<file path="config.mk">
export PLATFORM = sky130hd
export DESIGN_NAME = cla_wide_add_seq
export DESIGN_NICKNAME = d
export VERILOG_FILES = /design/src/rtl/cla_wide_add_seq.sv
export SDC_FILE = /design/constraint.sdc
export NUM_CORES = 1
export LEC_CHECK = 0
export CORE_ASPECT_RATIO = 0.5
export CORE_UTILIZATION = 30
export DETAILED_ROUTE_END_ITERATION = 8
export PLACE_DENSITY_LB_ADDON = 0.2
export SYNTH_ARGS = -nofsm -noshare
export SYNTH_HDL_FRONTEND = slang
export SYNTH_SLANG_ARGS = --single-unit
export TNS_END_PERCENT = 50
</file>
<file path="constraint.sdc">
create_clock -name clk -period 4.31 [get_ports clk]
set_clock_uncertainty 0.05 [all_clocks]
set_input_delay 0.431 -clock clk [delete_from_list [all_inputs] [get_ports clk]]
set_output_delay 0.431 -clock clk [all_outputs]
set_load 0.02 [all_outputs]
</file>
<file path="src/rtl/cla_wide_add_seq.sv">
// ---------------------------------------------------------------------------
// cla_wide_add_seq
//   Wide add/subtract unit that reuses a single 16-bit carry-lookahead slice
//   over WORDS clock cycles, least-significant slice first. The carry between
//   slices lives in a register. Operands arrive on a valid/ready handshake
//   and the result leaves on a second valid/ready handshake.
//
// Ports
//   clk        rising-edge clock
//   rst        synchronous active-high reset (priority over everything)
//   in_valid   operand request valid
//   in_ready   high only while idle, i.e. able to accept an operation
//   op_sub     0 = a + b, 1 = a - b (sampled on accept)
//   a, b       W-bit operands (sampled on accept)
//   out_valid  result valid, held until out_ready
//   out_ready  consumer takes the result
//   sum        W-bit result, modulo 2^W
//   cout       final carry-out (for subtract, 1 = no borrow)
//   ovf        two's-complement signed overflow of the W-bit operation
//
// Parameters
//   WORDS      number of 16-bit slices, legal range 2..16; W = 16*WORDS
// ---------------------------------------------------------------------------

// ---------------------------------------------------------------------------
// cla16
//   16-bit two-level carry-lookahead adder: four 4-bit groups, each producing
//   group generate/propagate, with the group carries expanded in one level.
//
// Ports
//   a_i, b_i   16-bit addends
//   cin_i      carry-in
//   sum_o      16-bit sum
//   cout_o     carry-out
// ---------------------------------------------------------------------------
module cla16 (
  input  logic [15:0] a_i,
  input  logic [15:0] b_i,
  input  logic        cin_i,
  output logic [15:0] sum_o,
  output logic        cout_o
);

  logic [15:0] bitGen;
  logic [15:0] bitProp;
  logic [15:0] bitCarry;
  logic [3:0]  grpGen;
  logic [3:0]  grpProp;
  logic [4:0]  grpCarry;

  // Per-bit generate and propagate terms.
  assign bitGen  = a_i & b_i;
  assign bitProp = a_i ^ b_i;

  // Group generate/propagate for each 4-bit nibble.
  for (genvar j = 0; j < 4; j++) begin : gGroup
    assign grpGen[j]  = bitGen[4*j+3]
                      | (bitProp[4*j+3] & bitGen[4*j+2])
                      | (bitProp[4*j+3] & bitProp[4*j+2] & bitGen[4*j+1])
                      | (bitProp[4*j+3] & bitProp[4*j+2] & bitProp[4*j+1] & bitGen[4*j]);
    assign grpProp[j] = &bitProp[4*j+3:4*j];
  end

  // Group carries fully expanded from cin so no carry ripples between groups.
  assign grpCarry[0] = cin_i;
  assign grpCarry[1] = grpGen[0] | (grpProp[0] & cin_i);
  assign grpCarry[2] = grpGen[1] | (grpProp[1] & grpGen[0])
                     | (grpProp[1] & grpProp[0] & cin_i);
  assign grpCarry[3] = grpGen[2] | (grpProp[2] & grpGen[1])
                     | (grpProp[2] & grpProp[1] & grpGen[0])
                     | (grpProp[2] & grpProp[1] & grpProp[0] & cin_i);
  assign grpCarry[4] = grpGen[3] | (grpProp[3] & grpGen[2])
                     | (grpProp[3] & grpProp[2] & grpGen[1])
                     | (grpProp[3] & grpProp[2] & grpProp[1] & grpGen[0])
                     | (grpProp[3] & grpProp[2] & grpProp[1] & grpProp[0] & cin_i);

  // Bit carries inside each group, derived directly from that group's carry-in.
  for (genvar j = 0; j < 4; j++) begin : gBitCarry
    assign bitCarry[4*j]   = grpCarry[j];
    assign bitCarry[4*j+1] = bitGen[4*j] | (bitProp[4*j] & grpCarry[j]);
    assign bitCarry[4*j+2] = bitGen[4*j+1] | (bitProp[4*j+1] & bitGen[4*j])
                           | (bitProp[4*j+1] & bitProp[4*j] & grpCarry[j]);
    assign bitCarry[4*j+3] = bitGen[4*j+2] | (bitProp[4*j+2] & bitGen[4*j+1])
                           | (bitProp[4*j+2] & bitProp[4*j+1] & bitGen[4*j])
                           | (bitProp[4*j+2] & bitProp[4*j+1] & bitProp[4*j] & grpCarry[j]);
  end

  assign sum_o  = bitProp ^ bitCarry;
  assign cout_o = grpCarry[4];

endmodule

module cla_wide_add_seq #(
  parameter int WORDS = 4
) (
  input  logic              clk,
  input  logic              rst,
  input  logic              in_valid,
  output logic              in_ready,
  input  logic              op_sub,
  input  logic [16*WORDS-1:0] a,
  input  logic [16*WORDS-1:0] b,
  output logic              out_valid,
  input  logic              out_ready,
  output logic [16*WORDS-1:0] sum,
  output logic              cout,
  output logic              ovf
);

  localparam int W    = 16 * WORDS;
  localparam int IDXW = (WORDS > 1) ? $clog2(WORDS) : 1;
  localparam logic [IDXW-1:0] LAST_IDX = IDXW'(WORDS - 1);

  typedef enum logic [1:0] {
    IDLE,
    RUN,
    DONE
  } state_e;

  state_e          state_q;
  logic [W-1:0]    opA_q;
  logic [W-1:0]    opB_q;
  logic            carry_q;
  logic [IDXW-1:0] sliceIdx_q;
  logic [W-1:0]    sum_q;
  logic            cout_q;
  logic            ovf_q;
  logic            outValid_q;

  logic [31:0]     sliceBase;
  logic [15:0]     sliceA;
  logic [15:0]     sliceB;
  logic [15:0]     sliceSum;
  logic            sliceCout;

  // Bit offset of the slice being worked on this cycle.
  assign sliceBase = {{(32-IDXW){1'b0}}, sliceIdx_q} << 4;
  assign sliceA    = opA_q[sliceBase +: 16];
  assign sliceB    = opB_q[sliceBase +: 16];

  cla16 uSlice (
    .a_i    (sliceA),
    .b_i    (sliceB),
    .cin_i  (carry_q),
    .sum_o  (sliceSum),
    .cout_o (sliceCout)
  );

  // Sequencer. Subtraction is folded into the operand register: B is stored
  // inverted and the carry register starts at 1, so every slice is a plain add.
  // Overflow is judged on the stored (possibly inverted) B against the MSB
  // that the final slice produces.
  always_ff @(posedge clk) begin
    if (rst) begin
      state_q    <= IDLE;
      opA_q      <= '0;
      opB_q      <= '0;
      carry_q    <= 1'b0;
      sliceIdx_q <= '0;
      sum_q      <= '0;
      cout_q     <= 1'b0;
      ovf_q      <= 1'b0;
      outValid_q <= 1'b0;
    end else begin
      case (state_q)
        IDLE: begin
          if (in_valid) begin
            opA_q      <= a;
            opB_q      <= op_sub ? ~b : b;
            carry_q    <= op_sub;
            sliceIdx_q <= '0;
            state_q    <= RUN;
          end
        end
        RUN: begin
          sum_q[sliceBase +: 16] <= sliceSum;
          carry_q                <= sliceCout;
          if (sliceIdx_q == LAST_IDX) begin
            cout_q     <= sliceCout;
            ovf_q      <= (opA_q[W-1] == opB_q[W-1]) & (sliceSum[15] != opA_q[W-1]);
            outValid_q <= 1'b1;
            sliceIdx_q <= '0;
            state_q    <= DONE;
          end else begin
            sliceIdx_q <= sliceIdx_q + 1'b1;
          end
        end
        DONE: begin
          if (out_ready) begin
            outValid_q <= 1'b0;
            state_q    <= IDLE;
          end
        end
        default: begin
          state_q <= IDLE;
        end
      endcase
    end
  end

  assign in_ready  = (state_q == IDLE);
  assign out_valid = outValid_q;
  assign sum       = sum_q;
  assign cout      = cout_q;
  assign ovf       = ovf_q;

endmodule

</file>
==> reports/metrics.cfg, run 1 <==
[drt]
first_pass_iters = 7
drt_iter0_markers = 465
drc_errors = 20
finalWirelength_um = 27800
vias = 7546
ant_nets = 0
wl_per_cell_um = 18.0
via_per_inst = 4.89

[logic_synthesis]
ys_ff_latch = 200
ys_types = 51
seq_area_frac_synth_pct = 44.5
synth-edff-count = 0
yosysWarnings = 0
ys_async_sr_fraction_pct = 0
synth_area_leader_cell = dfxtp_1
synthCells = 981
synth_area_per_cell_um2 = 9.17
syn-num-nets = 1140
synth_top_cell_area_share_pct = 44.5
synthesis.area_um2 = 8990
synth_area_leaders = dfxtp_1, mux4_2, nand2_1, xnor2_1, a211oi_1
ys.flop_type = dfxtp_1

[sta]
setup_viol = 0
drv_slew = 0
layout_min_cycle_time_ns = 3.74
period_share_pct = 86.7
finalHoldViolCount = 0
finalSetupTns_ns = 0
tightestPinTransition_ns = 1.03
rsz0062_at_grt = false
fmax_mhz = 268
relSlewSlack_pct = 30.5

[global_route]
grt_usage_pct = 18.6
first_global_vias = 7472
grt-ovfl-total = 0
grt_pass1_wl_um = 43300
grt_max_degree = 113
antenna_found_initial = 0

[final_layout]
num-nets-final = 1299
final_cell_area_um2 = 11900
synthToLayoutAreaGrowth_pct = 32.3
layout-drive-gt1-share_pct = 8.51
diodes = 0
ff_latch_area_um2 = 4010
fill_cells = 2902
multi_input_comb_area_um2 = 4640

[clocking]
clock_sinks = 200
clock_latency_ns = 0.45
htree_levels = 4
cts_setup_buffers = 0
cts_tree = yes
clk_transition_reported_paths_ns = 0.07
cts_resized = 0
clockBufferDepth = 2
cts_root_buf = clkbuf_16
ctsHoldBuffers = 0
cts_made_buffers = 17

[power_and_ir_drop]
power_density_nw_per_um2 = 374
p_comb_share_pct = 18.9
seqPwrFrac_pct = 45.5
total_power_mw = 4.45
clkPwrFrac_pct = 35.6
sw_frac_of_total_pct = 28.3
p_int_mw = 3.19
cellLeakagePower_nw = 4.21
p_switching_mw = 1.26
ir_drop_uv = 260

[placement]
dpl_cell_area_um2 = 11300
dpl.hpwl_um = 20800
port_buffers = 200
gp_congestion = 0.848

[floorplanning]
die_width_um = 247
dieArea_um2 = 30700
rows = 44
io_pins = 201
start_util_pct = 30.8
coreArea_um2 = 29200
die_y_um = 124

[worst_hold_path]
hp-class = register to register

[status]
violations = DRC
outcome = finished, violations left

[worst_setup_path]
crit_fanout = 26
start_kind = register
critical_path_class = register to register
arrival_ns = 4.07
crit_required_ns = 4.64
end_kind = register

[run]
drv_cap = 0

## cell usage after synthesis, types with 2 or more instances
library cell,instances
dfxtp_1,200
nand2_1,162
nor2_1,130
a21oi_1,82
xnor2_1,69
a211oi_1,66
clkbuf_1,50
a22oi_1,45
mux4_2,32
buf_2,24
ha_1,22
o21ai_0,16
inv_1,10
o31ai_1,6
a32oi_1,4
fa_1,4
nor2b_1,4
xor2_1,4
a21oi_2,3
and2_1,3
nand2b_1,3
nand4_1,3
o21ai_2,3
or3_1,3
a211oi_2,2
a21boi_0,2
a21o_1,2
a311oi_1,2
buf_1,2
nor3_1,2
## cell usage in the layout (no fill, tap or decap), types with 4 or more instances in the layout
cell / synthesis / final
a211oi_1: 66 / 66
a21oi_1: 82 / 82
a22oi_1: 45 / 45
a32oi_1: 4 / 4
buf_4: 0 / 14
clkbuf_16: 0 / 17
clkdlybuf4s50_1: 0 / 198
clkinv_2: 0 / 4
dfxtp_1: 200 / 198
fa_1: 4 / 4
ha_1: 22 / 22
inv_1: 10 / 10
mux4_2: 32 / 32
nand2_1: 162 / 161
nor2_1: 130 / 130
nor2b_1: 4 / 4
o21ai_0: 16 / 16
o31ai_1: 6 / 6
xnor2_1: 69 / 69
xor2_1: 4 / 4
## kinds of logic after synthesis
family                   after synthesis  share of synthesized area (%)
AO/OA/AOI/OAI                        242                           17.9
buffers and inverters                 86                           3.92
AND/OR/NAND/NOR                      321                           14.5
multiplexers                          33                           8.13
adder cells (fa/ha/maj)               26                           3.95
XOR/XNOR                              73                           7.11
flip-flops                           200                           44.5
## through the flow
step | worst slack [ns] | utilization (%) | instances | hold slack (ns)
floorplan | 0.816 | - | 981 | 0.383
global placement | 0.787 | 38.8 | 1512 | 0.391
detailed placement | 0.650 | 38.8 | 1512 | 0.392
CTS | 0.636 | 40.7 | 1542 | 0.407
global route | 0.393 | 40.7 | 1542 | 0.425
finish | 0.575 | 40.7 | 1542 | 0.405
## power groups by stage
stage	sequential [mW]	combinational (mW)	clock (mW)
4_1_cts	2.02	0.839	1.61
3_5_place_dp	2.07	0.837	0
2_1_floorplan	2.04	0.490	0
5_1_grt	2.04	0.916	1.68
3_3_place_gp	2.06	0.822	0
6_report	2.03	0.840	1.58
## layout make-up
class	count	share of cell area (%)
sequential	200	33.7
tap	391	4.11
clock buffer	19	3.72
multi-input combinational	695	39.0
timing repair buffer	216	18.1
inverter	10	0.316
clock inverter	11	1.02
## worst max-delay path, cell delays in order (launching register included)
cell	delay [ns]
dfxtp_2	0.45
buf_12	0.27
mux4_2	0.56
ha_1	0.34
a211oi_2	0.29
o21ai_2	0.13
a31oi_1	0.35
inv_1	0.10
fa_1	0.38
xor2_1	0.47
a22oi_1	0.14
nor2_1	0.11
## per-layer routing
layer	up-vias	part of all wire [%]	global-route usage (%)
met3	27	5.5	4.83
met1	3612	47	24.5
met4	0	1.7	5.77
met5	-	0	0
met2	153	46	29.5
li1	3754	-	-
## sequential cells by signal (all words and copies together), names as in the netlist
signal      count
opA_q          64
opB_q          64
sum            64
sliceIdx_q      2
state_q         2
carry_q         1
cout            1
out_valid       1
ovf             1
## final timing paths
kind / startpoint / to / slack, ns / depth (start not counted)
setup / recovery: sliceIdx_q[0]$_SDFFE_PP0P_ / sum[25]$_SDFFE_PP0P_ / 0.57 / 11
hold / removal: opA_q[62]$_SDFFE_PP0P_ / opA_q[62]$_SDFFE_PP0P_ / 0.40 / 2
setup reg to reg: sliceIdx_q[0]$_SDFFE_PP0P_ / sum[25]$_SDFFE_PP0P_ / 0.57 / 11
hold reg to reg: opA_q[62]$_SDFFE_PP0P_ / opA_q[62]$_SDFFE_PP0P_ / 0.40 / 2
(Power assumes the default switching activity.)
==> inputs of run 2 (changes only) <==
--- a/config.mk
+++ b/config.mk
@@ -8,2 +8,3 @@
 export CORE_ASPECT_RATIO = 0.5
+export CORE_MARGIN = 1.5
 export CORE_UTILIZATION = 30
--- a/constraint.sdc
+++ b/constraint.sdc
@@ -4,2 +4,2 @@
 set_output_delay 0.431 -clock clk [all_outputs]
-set_load 0.02 [all_outputs]
+set_load 0.01 [all_outputs]
==> run 2 against run 1 <==
Net effect:
- the run still ends with DRC left
- sequential share of layout area rose by 0.085 points
- sequential cell count did not move
- worst setup slack got worse by 0.10 ns
- core utilization fell by 0.10 points
- sequential power barely moved
- register-to-register slack got worse by 0.10 ns
- clock power barely moved
- power fell by 1.1%
- combinational power fell by 3.9%
- die area rose by 1.2%
- maximum frequency fell by 2.7%
- critical path type unchanged
- largest cell class unchanged
- largest power group unchanged
- highest routed layer unchanged
==> reports/metrics.cfg, run 2 (same netlist as run 1, synthesis figures left out) <==
[global_route]
antenna_found_initial = 0  ; unchanged
grt_usage_pct = 18.0  ; -0.60 points
first_global_vias = 7496  ; +0.32%
grt-ovfl-total = 0  ; unchanged
grt_max_degree = 116  ; +2.7%
grt_pass1_wl_um = 42600  ; -1.5%

[worst_setup_path]
cp.depth = 12  ; +1
reg2reg_to = sum[45]$_SDFFE_PP0P_
critical_path_class = register to register
crit_path_end = sum[45]$_SDFFE_PP0P_
end_kind = register
startpoint = sliceIdx_q[0]$_SDFFE_PP0P_
path_buf_inv = 2  ; unchanged
critPathMostFrequentCell = nor2_1
crit_family = compound AO/OA/AOI/OAI gates
reg2reg_depth = 12  ; +1
crit_fanout = 19  ; -27%
r2r_start = sliceIdx_q[0]$_SDFFE_PP0P_
critical-path-max-stage-delay_ns = 0.70  ; +0.14 ns
crit_required_ns = 4.63  ; about the same
crit_slowest_cell = dfxtp_2
start_kind = register
arrival_ns = 4.16  ; +0.09 ns
crit_chain = buf_12 > mux4_2 > ha_1 > a21oi_1 > o21ai_2 > a211o_1 > nor2_1 > inv_1 > fa_1 > xor2_1 > a22oi_1 > nor2_1
r2r_slack_ns = 0.47  ; -0.10 ns

[drt]
drt_iter0_markers = 549  ; +18%
finalWirelength_um = 27500  ; -1.2%
wl_per_cell_um = 17.8  ; -1.2%
via_per_inst = 4.90  ; about the same
ant_nets = 0  ; unchanged
first_pass_iters = 8  ; +1
vias = 7547  ; +0.013%
drc_errors = 9  ; -55%

[sta]
holdWs_ns = 0.388  ; -0.0165 ns
tightestPinTransition_ns = 1.02  ; -0.0151 ns
layout_min_cycle_time_ns = 3.84  ; +0.105 ns
setup_viol = 0  ; unchanged
fin_ws_ns = 0.470  ; -0.105 ns
fmax_mhz = 260  ; -2.7%
relSlewSlack_pct = 32.0  ; +1.5 points
rsz0062_at_grt = false
finalHoldViolCount = 0  ; unchanged
drv_slew = 0  ; unchanged
finalSetupTns_ns = 0  ; unchanged
period_share_pct = 89.1  ; +2.4 points

[clocking]
cts_resized = 0  ; unchanged
clock_latency_ns = 0.44  ; about the same
ctsHoldBuffers = 0  ; unchanged
clock_sinks = 200  ; unchanged
cts_setup_buffers = 0  ; unchanged
cts_made_buffers = 17  ; unchanged
clockBufferDepth = 2  ; unchanged
cts_root_buf = clkbuf_16
cts_tree = yes
htree_levels = 4  ; unchanged
clk_transition_reported_paths_ns = 0.07  ; about the same

[floorplanning]
rows = 44  ; unchanged
dieArea_um2 = 31100  ; +1.2%
io_pins = 201  ; unchanged
coreArea_um2 = 29200  ; unchanged
die_width_um = 248  ; +0.41%
start_util_pct = 30.8  ; unchanged
die_y_um = 125  ; +0.80%

[power_and_ir_drop]
total_power_mw = 4.40  ; -1.1%
ir_drop_uv = 244  ; -6.2%
power_density_nw_per_um2 = 371  ; -0.90%
cellLeakagePower_nw = 4.19  ; -0.64%

[final_layout]
fill_cells = 2933  ; +1.1%
final_cell_mix = dfxtp_1, clkdlybuf4s50_1, nand2_1
synthToLayoutAreaGrowth_pct = 32.0
post-route-util_pct = 40.6  ; -0.10 points
diodes = 0  ; unchanged
layout-drive-gt1-share_pct = 8.26  ; -0.25 points
num-nets-final = 1296  ; -0.23%

[placement]
port_buffers = 200  ; unchanged
dpl.hpwl_um = 20600  ; -1.0%
dpl_worst_slack_ns = 0.437  ; -0.213 ns
gp_congestion = 0.856  ; +0.92%

[status]
outcome = finished, violations left
violations = DRC

[worst_hold_path]
hp-start = rst
hp-class = primary input to register

[run]
drv_cap = 0  ; unchanged

run 2: changes by cell type in the layout (fill, tap and decap cells not counted), sizes merged:
cell	delta
inv	-2
clkinv	-1
clkinvlp	+2
bufinv	-1
buf	-3
clkbuf	+4
run 2: per-stage QoR:
stage                     area (um^2)  cells
after global placement          11300   1509
after CTS                       11900   1541
after detailed placement        11300   1509
after global routing            11900   1541
after floorplan                  8990    981
final                           11900   1541
run 2: final cells by class:
| class | instances | area, um^2 | area share (%) |
|---|---|---|---|
| Tap cell | 391 | 489 | 4.12 |
| Timing Repair Buffer | 213 | 2120 | 17.9 |
| Clock buffer | 23 | 478 | 4.03 |
| Clock inverter | 9 | 91.3 | 0.770 |
| Multi-Input combinational cell | 695 | 4640 | 39.1 |
| Inverter | 10 | 37.5 | 0.316 |
| Sequential cell | 200 | 4010 | 33.8 |
run 2: worst min-delay path by stage:
stage                             endpoint  slack, ns  cells past startpoint
floorplan           opA_q[32]$_SDFFE_PP0P_       0.38                      2
finish              out_valid$_SDFFE_PP0P_       0.39                      2
detailed placement  opA_q[38]$_SDFFE_PP0P_       0.40                      2
CTS                 opA_q[38]$_SDFFE_PP0P_       0.41                      2
global placement    opA_q[27]$_SDFFE_PP0P_       0.39                      2
global route        opA_q[38]$_SDFFE_PP0P_       0.42                      2
run 2: power breakdown:
group          switching [mW]  internal (mW)  total [mW]
sequential             0.0756           1.95        2.03
clock                   0.718          0.846        1.56
combinational           0.442          0.364       0.807
total                    1.24           3.16        4.40
run 2: worst register-to-register path: cells and delay by family (launching register included):
kind	cells	cell delay [ns]
AO/OA/AOI/OAI	4	0.80
XOR/XNOR	1	0.31
adder cells (fa/ha/maj)	2	0.72
buffers and inverters	2	0.34
flip-flops	1	0.70
multiplexers	1	0.53
AND/OR/NAND/NOR	2	0.32
run 2: routing by layer:
metal	track usage, %	wire length, um	part of all wire, %
met4	4.28	348	1.3
met2	28.6	12700	46
met5	0	0	0
met1	25.0	13100	48
met3	3.46	1420	5.2
==> inputs of run 3 (changes only) <==
- SKIP_LAST_GASP: default -> 1
==> results of run 3 <==
Final layout, timing and power as in run 2 (identical DEF).
==> patch: new RTL, config.mk and constraints of run 1 <==
Change the parameter `WORDS` from 4 to 2.
--- a/src/rtl/cla_wide_add_seq.sv
+++ b/src/rtl/cla_wide_add_seq.sv
@@ -92,5 +92,5 @@
 
 module cla_wide_add_seq #(
-  parameter int WORDS = 4
+  parameter int WORDS = 2
 ) (
   input  logic              clk,
Ports: changed (resized a, b and sum); port bits go from 201 to 105. The function was not compared with the original's and may differ.
==> patch against run 1 <==
- count of clock-buffer cells in the layout shrank 9
- final cell count shrank 45%
- design area shrank 47%
- maximum frequency grew 6.4%
- non-clock buffer count shrank 105
- worst setup slack gained 230 ps
- routed wire length shrank 55%
- global-route usage shrank 3.2 points
- sequential cell count shrank 97
- die area shrank 45%
- largest cell class unchanged
- area after synthesis shrank 46%
- sequential share of layout area shrank 1.1 points
- total power shrank 47%
==> patch: results (changes against run 1) <==
| Metric | Value |
|---|---|
| Outcome | completed (was complete, but fails checks) |
| R2r setup slk | 800 ps (was 570 ps) |
| Vias in the first global route | 3733 (was 7472) |
| Hold Crit Start | opA_q[3] (was opA_q[62]) |
| Synthesized-area fraction occupied by adder cells | 0.05769 (was 0.03952) |
| WL/cell | 14.75 µm (was 18.05 µm) |
| GR Util All Layers | 0.1532 (was 0.1856) |
| Avg Cell Area, Syn | 8.660 µm² (was 9.165 µm²) |
| Fraction of synthesized area in multiplexers | 0.07365 (was 0.08127) |
| Dpl ws | 791.0 ps (was 650.1 ps) |
| CTS H-tree lvls | 3 (was 4) |
| Syn Nets | 650 (was 1140) |
| Finished layout cell area | 6327 µm² (was 11900 µm²) |
| Yosys cell types | 40 (was 51) |
| Measured slew at the worst slew-check pin | 1122 ps (was 1035 ps) |
| Crit Path Max Fanout | 13 (was 26) |
| VDD IR-drop max | 0.1846 mV (was 0.2604 mV) |
| Fill cells | 1563 (was 2902) |
| Leak pwr | 2.345 nW (was 4.213 nW) |
| Sequential share of the synthesized area | 0.4244 (was 0.4453) |
| Ranking of synthesized cells by area | dfxtp_1 42%, nand2_1 8.0%, xnor2_1 7.2% (was dfxtp_1 45%, mux4_2 8.0%, nand2_1 6.8%) |
| Gpl congestion | 0.7921 (was 0.8483) |
| Share of layout cells above drive strength 1 | 0.09428 (was 0.08514) |
| DP Cell Count | 835 (was 1512) |
| Via Count | 3984 (was 7546) |
| Total CTS buffers | 9 (was 17) |
| Worst setup path start | sliceIdx_q (was sliceIdx_q[0]) |
| Post-synthesis compound-gate area fraction | 0.1774 (was 0.1790) |
| Final HPWL from detailed placement | 9.444 mm (was 20.79 mm) |
| Worst EP arrival | 3710 ps (was 4070 ps) |
| Worst skew pair latency | 340 ps (was 450 ps) |
| Fin crit share | 0.8144 (was 0.8667) |
| Worst hold-check slack | 404.8 ps (was 405.0 ps) |
| Top-count cell post-synth | nand2_1 (was dfxtp_1) |
| Area after DPL | 6045 µm² (was 11330 µm²) |
| Starting DRC count in detailed routing | 190 (was 465) |
| First-pass GRT wire length | 19.81 mm (was 43.28 mm) |
| Synth Area in XOR/XNOR | 0.07571 (was 0.07111) |
==> patch: final timing paths <==
path	to	cells after the start
max	sum[29]	11
min	opA_q[3]	2
min reg2reg	opA_q[3]	2
max reg2reg	sum[29]	11
==> patch: metal layers <==
layer | part of all wire | GRT usage | up-vias
li1 | - | - | 2081
met1 | 0.56 | 0.2364 | 1830
met2 | 0.39 | 0.2157 | 71
met3 | 0.040 | 0.03018 | 2
met4 | 0.0025 | 0.03151 | 0
met5 | 0 | 0 | -
==> patch: cell type report <==
class                           count  share of cell area
Clock buffer                       10             0.03777
Clock inverter                      6            0.006921
Inverter                            8            0.004746
Multi-Input combinational cell    409              0.4131
Sequential cell                   103              0.3259
Tap cell                          204             0.04034
Timing Repair Buffer              111              0.1712
==> patch: cell families after synthesis <==
family                     count (synthesis)
AOI/OAI and AO/OA                        134
xor gates and xnor gates                  42
adders and majority gates                 20
buffers and inverters                     49
DFF                                      103
muxes                                     32
and+or+nand+nor                          181
==> patch: critical path, cell delays in order (launching register included) <==
cell and delay, ps:
dfxtp_1 560, buf_4 290, mux2_2 360, ha_1 330, and3_1 180, a221o_1 300, a31o_4 240, a31oi_1 260
inv_1 90, fa_1 380, xnor2_1 160, a211oi_1 230
==> patch: power by group <==
group          switching (mW)  internal, mW
combinational           0.280         0.249
clock                   0.362         0.411
sequential             0.0507          1.02
total                   0.694          1.68
